## src/rtl/bin2bcd_seq_pkg.sv

```systemverilog
// Shared types and constants for the sequential binary-to-BCD converter.
package bin2bcd_seq_pkg;

  typedef enum logic [1:0] {
    IDLE  = 2'd0,
    SHIFT = 2'd1,
    DONE  = 2'd2
  } state_e;

  localparam int unsigned DEF_BIN_W  = 14;
  localparam int unsigned DEF_DIGITS = 4;
  localparam int unsigned DIGIT_W    = 4;

  function automatic int unsigned max_val(input int unsigned digits);
    int unsigned r;
    r = 1;
    for (int unsigned i = 0; i < digits; i++) r = r * 10;
    return r - 1;
  endfunction

endpackage

```

## src/rtl/bin2bcd_seq_bcd_add3.sv

```systemverilog
// Double-dabble digit correction: add 3 to a BCD digit that is 5 or more.
module bcd_add3
  import bin2bcd_seq_pkg::*;
(
  input  logic [DIGIT_W-1:0] din,
  output logic [DIGIT_W-1:0] dout
);

  always_comb begin
    dout = din;
    if (din >= DIGIT_W'(5)) dout = din + DIGIT_W'(3);
  end

endmodule

```

## src/rtl/bin2bcd_seq.sv

```systemverilog
// Sequential binary-to-BCD converter (shift-add-3, one bit per clock) with
// start/busy/done handshake, saturating overflow flag and leading-zero blank mask.
module bin2bcd_seq
  import bin2bcd_seq_pkg::*;
#(
  parameter int unsigned BIN_W  = DEF_BIN_W,
  parameter int unsigned DIGITS = DEF_DIGITS
) (
  input  logic                      clk,
  input  logic                      rst,
  input  logic                      start,
  input  logic [BIN_W-1:0]          bin,
  output logic                      busy,
  output logic                      done,
  output logic [DIGIT_W*DIGITS-1:0] bcd,
  output logic                      ovf,
  output logic [DIGITS-1:0]         blank
);

  localparam int unsigned BCD_W   = DIGITS * DIGIT_W;
  localparam int unsigned ACC_W   = BCD_W + 1;
  localparam int unsigned MAX_VAL = max_val(DIGITS);
  localparam int unsigned CNT_W   = (BIN_W > 1) ? $clog2(BIN_W) : 1;
  localparam logic [BIN_W:0] MAX_CMP = (BIN_W + 1)'(MAX_VAL);

  state_e             state_q, state_d;
  logic [BIN_W-1:0]   sr_q, sr_d;
  logic [ACC_W-1:0]   acc_q, acc_d;
  logic [CNT_W-1:0]   cnt_q, cnt_d;
  logic               ovf_pend_q, ovf_pend_d;
  logic               done_q, done_d;
  logic [BCD_W-1:0]   bcd_q, bcd_d;
  logic               ovf_q, ovf_d;
  logic [DIGITS-1:0]  blank_q, blank_d;

  logic [BCD_W-1:0]   acc_adj;
  logic [ACC_W-1:0]   acc_shift;
  logic [BIN_W-1:0]   sr_shift;
  logic               sat;
  logic [BCD_W-1:0]   bcd_res;
  logic [DIGITS-1:0]  blank_res;

  for (genvar g = 0; g < DIGITS; g++) begin : g_add3
    bcd_add3 u_add3 (
      .din  (acc_q[g*DIGIT_W +: DIGIT_W]),
      .dout (acc_adj[g*DIGIT_W +: DIGIT_W])
    );
  end

  // The top accumulator bit is sticky so a carry out of the last digit is
  // never lost to the shift; it forces saturation alongside ovf_pend.
  always_comb begin
    acc_shift = {acc_q[BCD_W] | acc_adj[BCD_W-1], acc_adj[BCD_W-2:0], sr_q[BIN_W-1]};
    sr_shift  = {sr_q[BIN_W-2:0], 1'b0};
    sat       = ovf_pend_q | acc_shift[BCD_W];
    bcd_res   = sat ? {DIGITS{4'd9}} : acc_shift[BCD_W-1:0];
    blank_res = '0;
    for (int unsigned i = 1; i < DIGITS; i++) begin
      blank_res[i] = ((bcd_res >> (DIGIT_W * i)) == '0);
    end
  end

  always_comb begin
    state_d    = state_q;
    sr_d       = sr_q;
    acc_d      = acc_q;
    cnt_d      = cnt_q;
    ovf_pend_d = ovf_pend_q;
    done_d     = 1'b0;
    bcd_d      = bcd_q;
    ovf_d      = ovf_q;
    blank_d    = blank_q;
    case (state_q)
      IDLE: begin
        if (start) begin
          sr_d       = bin;
          acc_d      = '0;
          cnt_d      = '0;
          ovf_pend_d = ({1'b0, bin} > MAX_CMP);
          state_d    = SHIFT;
        end
      end
      SHIFT: begin
        sr_d  = sr_shift;
        acc_d = acc_shift;
        cnt_d = cnt_q + CNT_W'(1);
        // Results load on the final shift edge so they rise together with done.
        if (cnt_q == CNT_W'(BIN_W - 1)) begin
          state_d = DONE;
          done_d  = 1'b1;
          bcd_d   = bcd_res;
          ovf_d   = ovf_pend_q;
          blank_d = blank_res;
        end
      end
      DONE:    state_d = IDLE;
      default: state_d = IDLE;
    endcase
  end

  always_ff @(posedge clk) begin
    if (rst) begin
      state_q    <= IDLE;
      sr_q       <= '0;
      acc_q      <= '0;
      cnt_q      <= '0;
      ovf_pend_q <= 1'b0;
      done_q     <= 1'b0;
      bcd_q      <= '0;
      ovf_q      <= 1'b0;
      blank_q    <= '0;
    end else begin
      state_q    <= state_d;
      sr_q       <= sr_d;
      acc_q      <= acc_d;
      cnt_q      <= cnt_d;
      ovf_pend_q <= ovf_pend_d;
      done_q     <= done_d;
      bcd_q      <= bcd_d;
      ovf_q      <= ovf_d;
      blank_q    <= blank_d;
    end
  end

  assign busy  = (state_q != IDLE);
  assign done  = done_q;
  assign bcd   = bcd_q;
  assign ovf   = ovf_q;
  assign blank = blank_q;

endmodule

```

## config.mk

```make
export PLATFORM = sky130hd
export DESIGN_NAME = bin2bcd_seq
export DESIGN_NICKNAME = d
export VERILOG_FILES = /design/src/rtl/bin2bcd_seq_pkg.sv /design/src/rtl/bin2bcd_seq_bcd_add3.sv /design/src/rtl/bin2bcd_seq.sv
export SDC_FILE = /design/constraint.sdc
export NUM_CORES = 1
export LEC_CHECK = 0
export ABC_CLOCK_PERIOD_IN_PS = 1900
export CAP_MARGIN = 20
export CELL_PAD_IN_SITES_DETAIL_PLACEMENT = 0
export CELL_PAD_IN_SITES_GLOBAL_PLACEMENT = 2
export CORE_MARGIN = 4
export CORE_UTILIZATION = 32
export CTS_CLUSTER_SIZE = 14
export DETAILED_ROUTE_END_ITERATION = 12
export PLACE_DENSITY = 0.76
export REMOVE_ABC_BUFFERS = 1
export SLEW_MARGIN = 20
export SYNTH_ARGS = -nofsm -noshare
export SYNTH_HDL_FRONTEND = slang
export SYNTH_SLANG_ARGS = --single-unit
```

## constraint.sdc

```tcl
create_clock -name clk -period 1.9 [get_ports clk]
set_input_delay 0.38 -clock clk [delete_from_list [all_inputs] [get_ports clk]]
set_output_delay 0.38 -clock clk [all_outputs]
set_load 0.1 [all_outputs]
```

==> run summary, run 1 <==
status - finished clean
Hold Slack - 0.392 ns
Final Wtd Congestion - 0.774
ant diodes - 0
mux contribution to synthesized area - 2.15%
Adder-Cell Fraction of Synth Area - 4.48%
Initial Util - 33.5%
post-synthesis compound-gate area fraction - 20.2%
Post-Syn Instances - 343
count of pins over their slew limit - 0
Yosys warning count - 0
Worst path max stage delay - 0.35 ns
Detailed Route Iter0 Violations - 57
Clk Latency, worst-skew pair - 0.34 ns
number of library cell types mapped by synthesis - 45
Crit. End Element - flip-flop
post-DP HPWL - 4.94 mm
WS Path Type - flip-flop to flip-flop
EDFF count, synth - 0
Critical Path Source Type - flip-flop
register area share after synthesis - 42.3%
final core utilization - 43.1%
Critical Path, Cell by Cell - inv_1 -> ha_1 -> nor2b_1 -> o21bai_1 -> mux2i_1 -> nand3_1 -> o31ai_2
FMAX - 566 MHz
Num CTS Buffers - 9
antenna violations before repair - 0
Synth Area in XOR/XNOR - 1.26%
setup violators final - 0
vias in the first global route - 2379
Die Span X - 101 µm
most frequent cells in the layout - dfxtp_1, nor2_1, nand2_1
Total Power - 2540 µW
Layout Nets - 419
CTS Sinks - 59
DR vias - 2479
CTS tree - built
Final Cycle Share - 92.9%
clk slew on worst S/H paths - 0.07 ns
Post-DRT Antenna Nets - 0
first-pass GRT wire length - 11.5 mm
most common cell after layout, fill and taps aside - dfxtp_1
# port buffers - 38
CP required - 2.16 ns
crit path buf inv count - 1
VDD IR max - 393 µV
P&R area growth vs syn - 28.8%
fraction of layout cells with a size suffix above 1 - 18.9%
Routed WL - 6.93 mm
Rows - 33
hold_buf cts - 0
P_leak - 0.00135 µW
Worst Path Max Fanout - 5
synthesized area - 2790 µm²
Avg Inst Size Synth - 8.13 µm²
non-filler cells, final - 501
combinational family with the most area after synthesis - simple AND/OR/NAND/NOR gates
Simple-Gate Fraction of Synth Area - 23.7%
die height - 101 µm
commonest register cell after synthesis - dfxtp_1
Async SR Flop Fraction - 0%
total track usage - 14.1%
CORE AREA - 8340 µm²
dpl cells - 484
Yosys reg bits - 59
Largest delay share family, worst path - compound AO/OA/AOI/OAI gates
Filler Cell Count - 871
Vias per Instance - 4.95
worst path arrival time - 2.03 ns
pin count of the biggest net entering global routing - 33
DRT Pass-1 Iters - 4
Tmin final - 1.77 ns
I/O Pins - 40
GRT overflow - 0
drc violations - 0
Power Density - 706 nW/µm²
skew final - 0.00799 ns
class of the worst hold path - input port to flip-flop
die area - 10300 µm²
H-tree Lvls - 3
slowest CP cell - dfxtp_1
Clock Tree Buf Depth - 2
final hold vios - 0
routed len/inst - 13.8 µm
root buffer cell - clkbuf_8
maxcap violations - 0
final setup TNS - 0 ns
==> state kept, by name (all words and copies together) (netlist names), 2 cells and up <==
| name | count |
|---|---|
| acc_q | 17 |
| bcd | 16 |
| sr_q | 14 |
| cnt_q | 4 |
| blank | 3 |
| state_q | 2 |
==> where the power goes <==
part | total [µW] | internal [µW] | switching [µW]
Combinational | 250 | 95.4 | 154
Clock | 997 | 493 | 503
Sequential | 1290 | 1270 | 21.0
Total | 2540 | 1860 | 679
==> worst reg2reg max path, stage by stage, from the launching register on <==
cell	delay, ns
dfxtp_1	0.35
inv_1	0.07
ha_1	0.24
nor2b_1	0.16
o21bai_1	0.21
mux2i_1	0.28
nand3_1	0.16
o31ai_2	0.22
==> Yosys cell counts (2+ instances only) <==
cell / count / area share (%)
nand2b_1: 4 / 0.90
buf_2: 2 / 0.36
nand2_1: 46 / 6.2
a22oi_2: 3 / 1.3
nand4_1: 2 / 0.45
nand3_1: 18 / 3.2
inv_1: 13 / 1.7
a22oi_1: 6 / 1.6
a21oi_1: 30 / 5.4
a311oi_1: 12 / 3.8
nor3_1: 3 / 0.54
nor2_2: 3 / 0.67
clkbuf_1: 18 / 2.4
o21ai_0: 6 / 1.1
dfxtp_1: 59 / 42
a31oi_1: 4 / 0.90
mux2i_1: 6 / 2.2
nor2b_1: 2 / 0.45
o21a_1: 2 / 0.54
buf_6: 2 / 0.81
ha_1: 10 / 4.5
nor2_1: 51 / 6.9
nor3b_1: 7 / 1.9
nor4_1: 2 / 0.45
a211oi_1: 9 / 2.4
xnor2_1: 4 / 1.3
==> final timing paths <==
check	from	end	slack, ns	depth (start not counted)
setup / recovery	acc_q[12]	blank[1]	0.13	7
hold / removal	rst	acc_q[11]	0.39	2
setup reg to reg	acc_q[12]	blank[1]	0.13	7
hold reg to reg	blank[3]	blank[3]	0.46	2
==> metal layers <==
layer	vias up	part of all wire [%]	GRT usage, %
li1	1292	-	-
met1	1129	47	17.7
met2	47	47	23.5
met3	11	4.5	3.58
met4	0	1.9	5.21
met5	-	0	0
==> layout make-up <==
| cell class | count | area (µm²) | area share [%] |
|---|---|---|---|
| Sequential cell | 59 | 1180 | 32.9 |
| Multi-Input combinational cell | 247 | 1460 | 40.6 |
| Timing Repair Buffer | 62 | 604 | 16.8 |
| Clock buffer | 10 | 138 | 3.83 |
| Tap cell | 105 | 131 | 3.65 |
| Clock inverter | 5 | 30.0 | 0.835 |
| Inverter | 13 | 48.8 | 1.36 |
==> cell families (layout without fill, tap and decap cells) <==
logic type	Yosys count	count (layout)
AND/OR/NAND/NOR	145	145
buffers and inverters	37	90
multiplexers	6	6
flip-flops	59	59
AO/OA/AOI/OAI	81	81
adder cells (fa/ha/maj)	10	10
XOR/XNOR	4	4
other	1	1
==> per-stage QoR <==
stage	instance area, µm²	setup slack, ns
finish	3590	0.134
floorplan	2680	-0.0787
global route	3590	-0.0196
detailed placement	3400	0.0266
global placement	3400	-0.00236
CTS	3560	0.0920
==> timing repair <==
| item | CTS | global route |
|---|---|---|
| setup endpoints to repair | 0 | 10 |
| buffers inserted | 0 | 2 |
| gates resized for setup | 0 | 4 |
Note: power is estimated with default switching activity, not from simulation.
==> inputs of run 2 (changes only) <==
ABC_CLOCK_PERIOD_IN_PS = 1800   (was 1900)
clock period = 1.8 ns   (was 1.9 ns; I/O delays follow)
==> run 2 against run 1 <==
- combinational power up 11%
- via count up 1.7%
- sequential share of layout area down 2.8 points
- critical endpoint unchanged
- count of clock-buffer cells in the layout up 2
- die area unchanged
- maximum frequency up 2.4%
- largest power group is now the clock network
- critical path type unchanged
- setup slack worse by 0.058 ns
- clock skew up 0.0013 ns
- sequential power up 5%
- highest routed layer unchanged
- final area up 9.5%
==> run summary, run 2 (synthesis results as in run 1) <==
FF+latch area - 1180 µm²
Post-DRT Antenna Nets - 0
FF-to-FF End - blank[1]
CTS tree - built
DRT Pass-1 Iters - 4
post-DP HPWL - 4.88 mm
DR vias - 2520
H-tree Lvls - 3
Initial Util - 33.5%
flop2flop setup slack - 0.08 ns
Clock Tree Buf Depth - 2
fraction of layout cells with a size suffix above 1 - 21.4%
GR peak layer - met2
P&R area growth vs syn - 41.0%
GR Util met2 - 22.2%
critical path endpoint - blank[1]
Die Span X - 101 µm
worst path arrival time - 1.97 ns
slack of the critical path - 0.0758 ns
Routed WL - 6.97 mm
Tmin final - 1.72 ns
# port buffers - 38
Layout Nets - 423
CTS Sinks - 59
CP startpoint - acc_q[12]
I/O Pins - 40
Clk Latency, worst-skew pair - 0.33 ns
VDD IR max - 356 µV
P_leak - 0.00147 µW
WS Path Type - flip-flop to flip-flop
maxcap violations - 0
skew final - 0.00932 ns
Final Wtd Congestion - 0.748
Power Density - 814 nW/µm²
multi-input logic area - 1480 µm²
antenna violations before repair - 0
count of pins over their slew limit - 0
Worst Path Max Fanout - 5
total track usage - 14.0%
final core utilization - 47.2%
Detailed Route Iter0 Violations - 54
vias in the first global route - 2316
GRT overflow - 0
Rows - 33
Vias per Instance - 4.98
RR Startpoint - acc_q[12]
routed len/inst - 13.8 µm
setup violators final - 0
drc violations - 0
Largest register FFs - 17
ant diodes - 0
most common cell after layout, fill and taps aside - dfxtp_1
die area - 10300 µm²
status - finished clean
hold depth - 2
dpl ws - -0.0104 ns
pin count of the biggest net entering global routing - 29
Crit. End Element - flip-flop
FMAX - 580 MHz
most frequent cells in the layout - dfxtp_1, nor2_1, nand2_1
Final Cycle Share - 95.8%
Top reg by flops - acc_q
CORE AREA - 8340 µm²
Global Route met3 Usage - 2.75%
Worst R2R Path Depth - 7
clk slew on worst S/H paths - 0.07 ns
CP required - 2.05 ns
Filler Cell Count - 816
Num CTS Buffers - 9
met1 Usage GRT - 18.6%
die height - 101 µm
root buffer cell - clkbuf_8
final hold vios - 0
first-pass GRT wire length - 11.4 mm
Critical Path Source Type - flip-flop
class of the worst hold path - input port to flip-flop
## run 2: worst min path at each step
| stage | endpoint | slack, ns | start |
|---|---|---|---|
| 6_report | bcd[14] | 0.44 | rst |
| 2_1_floorplan | bcd[2] | 0.43 | rst |
| 5_1_grt | bcd[14] | 0.46 | rst |
| 4_1_cts | bcd[14] | 0.42 | rst |
| 3_3_place_gp | sr_q[0] | 0.46 | sr_q[0] |
| 3_5_place_dp | sr_q[0] | 0.46 | sr_q[0] |
## run 2: per-stage QoR
stage / total power (µW) / instance area, µm² / setup TNS (ns) / instances / hold slack (ns)
detailed placement: 1670 / 3590 / -0.0104 / 485 / 0.464
global route: 3320 / 3940 / -0.0431 / 506 / 0.461
finish: 3200 / 3940 / 0 / 506 / 0.443
floorplan: 1530 / 2680 / -2.70 / 319 / 0.427
global placement: 1670 / 3590 / 0 / 485 / 0.456
CTS: 3250 / 3860 / -0.00712 / 501 / 0.422
## run 2: what timing repair did
action                     in CTS  in global routing
pin swaps                       0                  3
cloned                          0                  1
buffers inserted                0                  4
resized for setup               1                 12
hold buffers                    0                  0
hold endpoints to repair        0                  0
setup endpoints to repair       3                 22
## run 2: power breakdown
group	internal, µW	leakage, µW	switching, µW
Clock	1030	0.000133	531
Sequential	1340	0.000480	21.3
Combinational	109	0.000855	169
Total	2480	0.00147	722
## run 2: worst max-delay path, stage by stage (launching register included)
cell	delay, ns
dfxtp_2	0.35
inv_1	0.07
ha_1	0.24
nor4_1	0.20
nor2_1	0.12
a221oi_2	0.29
nand3_1	0.14
o31ai_1	0.24
## run 2: layer usage
metal	vias up	wire length (µm)
met5	-	0
li1	1297	-
met2	47	3290
met1	1170	3350
met3	6	261
met4	0	74
## run 2: area by class of cell
cell class              instances  share of cell area (%)
clock inverters                 4                    2.42
multi-input cells             247                    37.7
well taps                     105                    3.34
flip-flops and latches         59                    30.1
repair buffers                 66                    21.0
inverters                      13                    1.24
clock buffers                  12                    4.20
==> inputs of run 3 (changes only) <==
ABC_CLOCK_PERIOD_IN_PS = default   (was 1800)
==> results of run 3 <==
No change in the layout: final DEF, timing and power equal those of run 2.
